===== config.mk =====
export PLATFORM = sky130hd
export DESIGN_NAME = gray_count_monitor
export DESIGN_NICKNAME = d
export VERILOG_FILES = /design/src/rtl/gray_mon_pkg.sv /design/src/rtl/gray_sync_pipe.sv /design/src/rtl/gray_count_monitor.sv
export SDC_FILE = /design/constraint.sdc
export NUM_CORES = 1
export LEC_CHECK = 0
export ABC_AREA = 1
export CAP_MARGIN = 5
export CORE_UTILIZATION = 30
export DETAILED_ROUTE_END_ITERATION = 8
export GPL_TIMING_DRIVEN = 0
export PLACE_DENSITY = 0.5
export SLEW_MARGIN = 20
export SYNTH_ARGS = -nofsm -noshare
export SYNTH_HDL_FRONTEND = slang
export SYNTH_SLANG_ARGS = --single-unit

===== constraint.sdc =====
create_clock -name clk -period 13 [get_ports clk]
set_input_delay 1.95 -clock clk [delete_from_list [all_inputs] [get_ports clk]]
set_output_delay 1.95 -clock clk [all_outputs]
set_load 0.01 [all_outputs]

===== src/rtl/gray_mon_pkg.sv =====
// Shared types and helpers for the Gray count monitor.
// The gray2bin function works on a 64-bit word; narrower codes are zero-extended, which leaves the decode unchanged.
package gray_mon_pkg;

    localparam int GRAY_MAX_W = 64;
    localparam int DELTA_STEP = 1;

    typedef enum logic {
        ST_ACQ,
        ST_TRACK
    } state_t;

    // Zero bits above the real MSB contribute nothing to the running XOR.
    function automatic logic [GRAY_MAX_W-1:0] gray2bin(input logic [GRAY_MAX_W-1:0] g);
        logic [GRAY_MAX_W-1:0] b;
        b[GRAY_MAX_W-1] = g[GRAY_MAX_W-1];
        for (int i = GRAY_MAX_W - 2; i >= 0; i--) begin
            b[i] = b[i+1] ^ g[i];
        end
        return b;
    endfunction

endpackage


===== src/rtl/gray_sync_pipe.sv =====
// STAGES-deep register chain that brings the observed Gray word into the clk domain.
module gray_sync_pipe #(
    parameter int WIDTH  = 16,
    parameter int STAGES = 2
) (
    input  logic             clk,
    input  logic             rstn,
    input  logic [WIDTH-1:0] din,
    output logic [WIDTH-1:0] dout
);

    logic [WIDTH-1:0] stage [STAGES];

    always_ff @(posedge clk or negedge rstn) begin
        if (!rstn) begin
            for (int i = 0; i < STAGES; i++) begin
                stage[i] <= '0;
            end
        end else begin
            stage[0] <= din;
            for (int i = 1; i < STAGES; i++) begin
                stage[i] <= stage[i-1];
            end
        end
    end

    assign dout = stage[STAGES-1];

endmodule


===== src/rtl/gray_count_monitor.sv =====
// Decodes a synchronised Gray count and flags any step other than hold or +1.
// Define GRAY_MON_BIDIR_EN to also accept -1 steps (down-counting sources).
module gray_count_monitor
    import gray_mon_pkg::*;
#(
    parameter int WIDTH       = 16,
    parameter int SYNC_STAGES = 2,
    parameter int ERR_W       = 16
) (
    input  logic             clk,
    input  logic             rstn,
    input  logic             en,
    input  logic [WIDTH-1:0] gray_in,
    input  logic             clr_err,
    output logic [WIDTH-1:0] bin_out,
    output logic             bin_valid,
    output logic             step_err,
    output logic             err_sticky,
    output logic [ERR_W-1:0] err_cnt
);

    logic [WIDTH-1:0] sync_gray;
    logic [WIDTH-1:0] dec_bin;
    logic [WIDTH-1:0] delta;
    logic             legal;
    logic             load;
    logic             valid_next;
    logic             err_next;
    state_t           state;
    state_t           state_next;

    gray_sync_pipe #(
        .WIDTH (WIDTH),
        .STAGES(SYNC_STAGES)
    ) u_sync (
        .clk (clk),
        .rstn(rstn),
        .din (gray_in),
        .dout(sync_gray)
    );

    assign dec_bin = WIDTH'(gray2bin(GRAY_MAX_W'(sync_gray)));
    assign delta   = dec_bin - bin_out;

    always_comb begin
        legal = (delta == '0) || (delta == WIDTH'(DELTA_STEP));
`ifdef GRAY_MON_BIDIR_EN
        legal = legal || (delta == '1);
`else
        legal = legal;
`endif
    end

    // ACQ takes one sample as the reference; only TRACK compares against it.
    always_comb begin
        state_next = state;
        load       = 1'b0;
        valid_next = 1'b0;
        err_next   = 1'b0;
        if (en) begin
            load       = 1'b1;
            state_next = ST_TRACK;
            if (state == ST_TRACK) begin
                valid_next = 1'b1;
                err_next   = !legal;
            end
        end else begin
            state_next = ST_ACQ;
        end
    end

    always_ff @(posedge clk or negedge rstn) begin
        if (!rstn) begin
            state <= ST_ACQ;
        end else begin
            state <= state_next;
        end
    end

    always_ff @(posedge clk or negedge rstn) begin
        if (!rstn) begin
            bin_out   <= '0;
            bin_valid <= 1'b0;
            step_err  <= 1'b0;
        end else begin
            if (load) begin
                bin_out <= dec_bin;
            end
            bin_valid <= valid_next;
            step_err  <= err_next;
        end
    end

    // A new error outranks a concurrent clear: the clear happens first, then the error counts.
    always_ff @(posedge clk or negedge rstn) begin
        if (!rstn) begin
            err_cnt    <= '0;
            err_sticky <= 1'b0;
        end else if (err_next) begin
            err_sticky <= 1'b1;
            if (clr_err) begin
                err_cnt <= ERR_W'(1);
            end else if (err_cnt != '1) begin
                err_cnt <= err_cnt + ERR_W'(1);
            end
        end else if (clr_err) begin
            err_cnt    <= '0;
            err_sticky <= 1'b0;
        end
    end

endmodule


==> run_results.csv <==
group,metric,value,unit
die,die_w,114,µm
logic_synthesis,syn_area,3790,µm²
logic_synthesis,synthXorXnorAreaFrac,0.0416,
logic_synthesis,synth_cells,456,
hold_path,min_path_type,"reg2reg",
critical_path,crit_path_start,"u_sync.dout[14]",
sta,clock_skew,0.00592,ns
finish,antenna_cells_inserted,0,
placed_design,gp_congestion,0.792,
placed_design,hpwl,6.26,mm
critical_path,r2r_slack,7.55,ns
global_route,overflow,0,
finish,final_nets,558,
placed_design,dpl.cell_count,678,
critical_path,worst_path_most_repeated_cell,"nand2_1",
global_route,use_met2,0.233,
global_route,grt_pass1_wl,14.2,mm
sta,fin_crit,5.45,ns
die,die_y,114,µm
logic_synthesis,synthSimpleGateAreaFrac,0.309,
pwr,power.density,139,nW/µm²
detailed_routing,routed_wl,8.40,mm
critical_path,path_class,"reg2reg",
global_route,grtUsageMet1,0.184,
finish,fillCellCount,1207,
sta,period_share,0.419,
clocking,ctsHtreeMaxLevel,3,
critical_path,crit_path_end_kind,"flip-flop",
sta,hold_ws,0.341,ns
sta,tightest_slew,0.524,ns
critical_path,r2r_end,"err_cnt[14]",
finish,ff_latch_area,1700,µm²
clocking,clkSinkCount,68,
clocking,cts_buffers,9,
global_route,grt_usage,0.142,
clocking,cts_tree,"done",
sta,setup_viol,0,
logic_synthesis,muxShareOfSynthArea,0,
finish,area_growth,29.2,%
run_status,outcome,"complete, no violations",
finish,final_cell_mix,"108 x nand2_1, 68 x inv_1, 68 x dfrtp_1",
critical_path,reg2reg_depth,45,
finish,multi_input_area,1790,µm²
sta,final-hold-violation-count,0,
finish,drive_gt1_frac,0.118,
placed_design,portBuffers,53,
die,io_pins,55,
die,rows,40,
critical_path,slowest_delay,0.40,ns
detailed_routing,ant_nets,0,
sta,rsz0062_at_grt,"no",
clocking,cts_root_buf,"clkbuf_16",
critical_path,cp-endpoint,"err_cnt[14]",
die,dieArea,13100,µm²
detailed_routing,drcViolationCount,0,
logic_synthesis,synth_seq_area_share,0.449,
sta,setup-tns-final,0,ns
detailed_routing,avgRoutedWirePerCell,12.1,µm
sta,slew_violations,0,
critical_path,crit-reg2reg-launch,"u_sync.dout[14]",
logic_synthesis,ys_ff_latch,68,
logic_synthesis,synth_top_family_by_area,"simple AND/OR/NAND/NOR gates",
pwr,ir_drop,0.0000705,V
critical_path,cp_max_fo,10,
critical_path,slowest_stage,"dfrtp_1",
logic_synthesis,synth_fa_ha_area_frac,0.0581,
finish,fin_cells,694,
global_route,grt_start_max_net_pins,44,
finish,final_common_cell,"nand2_1",
die,start_util,0.312,
sta,slew_headroom,0.651,
global_route,gr-usage-met3,0.0376,
clocking,cts_resized,0,
detailed_routing,dr_total_vias,3104,
logic_synthesis,synth_compound_area_frac,0.0637,
placed_design,placed_cell_area,4550,µm²
clocking,holdBufCountCts,0,
logic_synthesis,synth.distinct_cells,36,
clocking,clockBufferDepth,2,
critical_path,worstPathRequired,13.27,ns
critical_path,cp-start-kind,"flip-flop",
pwr,p_leak,2.37,nW
detailed_routing,drt_iter0_markers,107,
global_route,antenna_found_initial,0,
finish,final_cell_area,4900,µm²
logic_synthesis,synth.net_count,493,
global_route,grt_pass1_vias,2968,
die,core,12200,µm²
job,maxCapViolations,0,
logic_synthesis,synth.avg_cell_area,8.31,µm²
detailed_routing,vias_per_cell,4.47,
clocking,clk_latency,0.33,ns
clocking,path_clk_slew,0.06,ns
clocking,post_cts_buffers,0,
global_route,busiest_layer,"met2",
detailed_routing,first_pass_iters,4,
sta,max_freq,0.183,GHz
logic_synthesis,ys.warnings.count,0,
critical_path,worstPathArrival,5.72,ns
## registers in the layout, summed over array words and instances (netlist names)
| name | count |
|---|---|
| bin_out | 16 |
| bin_valid | 1 |
| err_cnt | 16 |
| err_sticky | 1 |
| state | 1 |
| step_err | 1 |
| u_sync.dout | 16 |
| u_sync.stage | 16 |
## logic make-up after synthesis
logic type      count (synthesis)
compound gates                 43
xor+xnor                       18
fa+ha+maj                      17
buf+inv                        77
flops                          68
simple gates                  233
## metrics by stage
stage	utilization	power, W	worst slack, ns
after global placement	0.373	0.000394	7.54
final	0.403	0.000681	7.55
after CTS	0.403	0.000691	7.50
after detailed placement	0.374	0.000397	7.56
after floorplan	-	0.000347	8.38
after global routing	0.403	0.000724	6.83
## per-layer routing
metal  vias up  part of all wire  wire [µm]
met2        61              0.47       3980
met3        12             0.030        255
met5         -                 0          0
met4         0             0.017        141
met1      1432              0.48       4020
li1       1599                 -          -
## where the power goes
part | leakage (nW) | internal, W | switching (W)
Combinational | 1.36 | 0.0000696 | 0.0000911
Sequential | 0.841 | 0.000225 | 0.00000771
Clock | 0.169 | 0.000193 | 0.0000953
Total | 2.37 | 0.000487 | 0.000194
## area by class of cell
class	count	share of cell area
sequential	68	0.347
tap	168	0.0429
timing repair buffer	54	0.112
clock inverter	6	0.0227
clock buffer	10	0.0488
inverter	69	0.0529
multi-input combinational	311	0.365
buffer	8	0.00843
## worst max-delay path: cells and delay by family (launching register included)
kind | cells | cell delay (ns)
and+or+nand+nor | 36 | 3.33
adders and majority gates | 2 | 0.57
AOI/OAI and AO/OA | 3 | 0.52
DFF | 1 | 0.40
buffers and inverters | 3 | 0.40
xor gates and xnor gates | 1 | 0.14
## worst min-delay path by stage
stage | start | to | slack, ns | cells past startpoint
after floorplan | u_sync.stage[16] | u_sync.dout[0] | 0.33 | 0
after global placement | u_sync.stage[31] | u_sync.dout[15] | 0.33 | 0
after detailed placement | u_sync.stage[30] | u_sync.dout[14] | 0.33 | 0
after CTS | u_sync.stage[22] | u_sync.dout[6] | 0.35 | 0
after global routing | u_sync.stage[23] | u_sync.dout[7] | 0.35 | 0
final | u_sync.stage[22] | u_sync.dout[6] | 0.34 | 0
## cell usage after synthesis (all sizes together)
master  count  area share
a21o        1      0.0020
nand2     124        0.14
xor2       13       0.030
xnor2       5       0.012
nor4        2      0.0033
nand3b      2      0.0040
nor2       27       0.027
buf         3      0.0059
dfrtp      68        0.45
fa          1      0.0053
nor4b       1      0.0023
clkbuf      5      0.0050
o21bai      2      0.0040
nor3        4      0.0053
a21boi      1      0.0020
ha         16       0.053
a31oi       1      0.0017
o31ai       3      0.0059
or2         2      0.0033
inv        69       0.068
nand3      63        0.11
nand4       8       0.015
a21oi      16       0.022
o21ai      19       0.026
No activity file was read; power rests on OpenSTA's default activity.
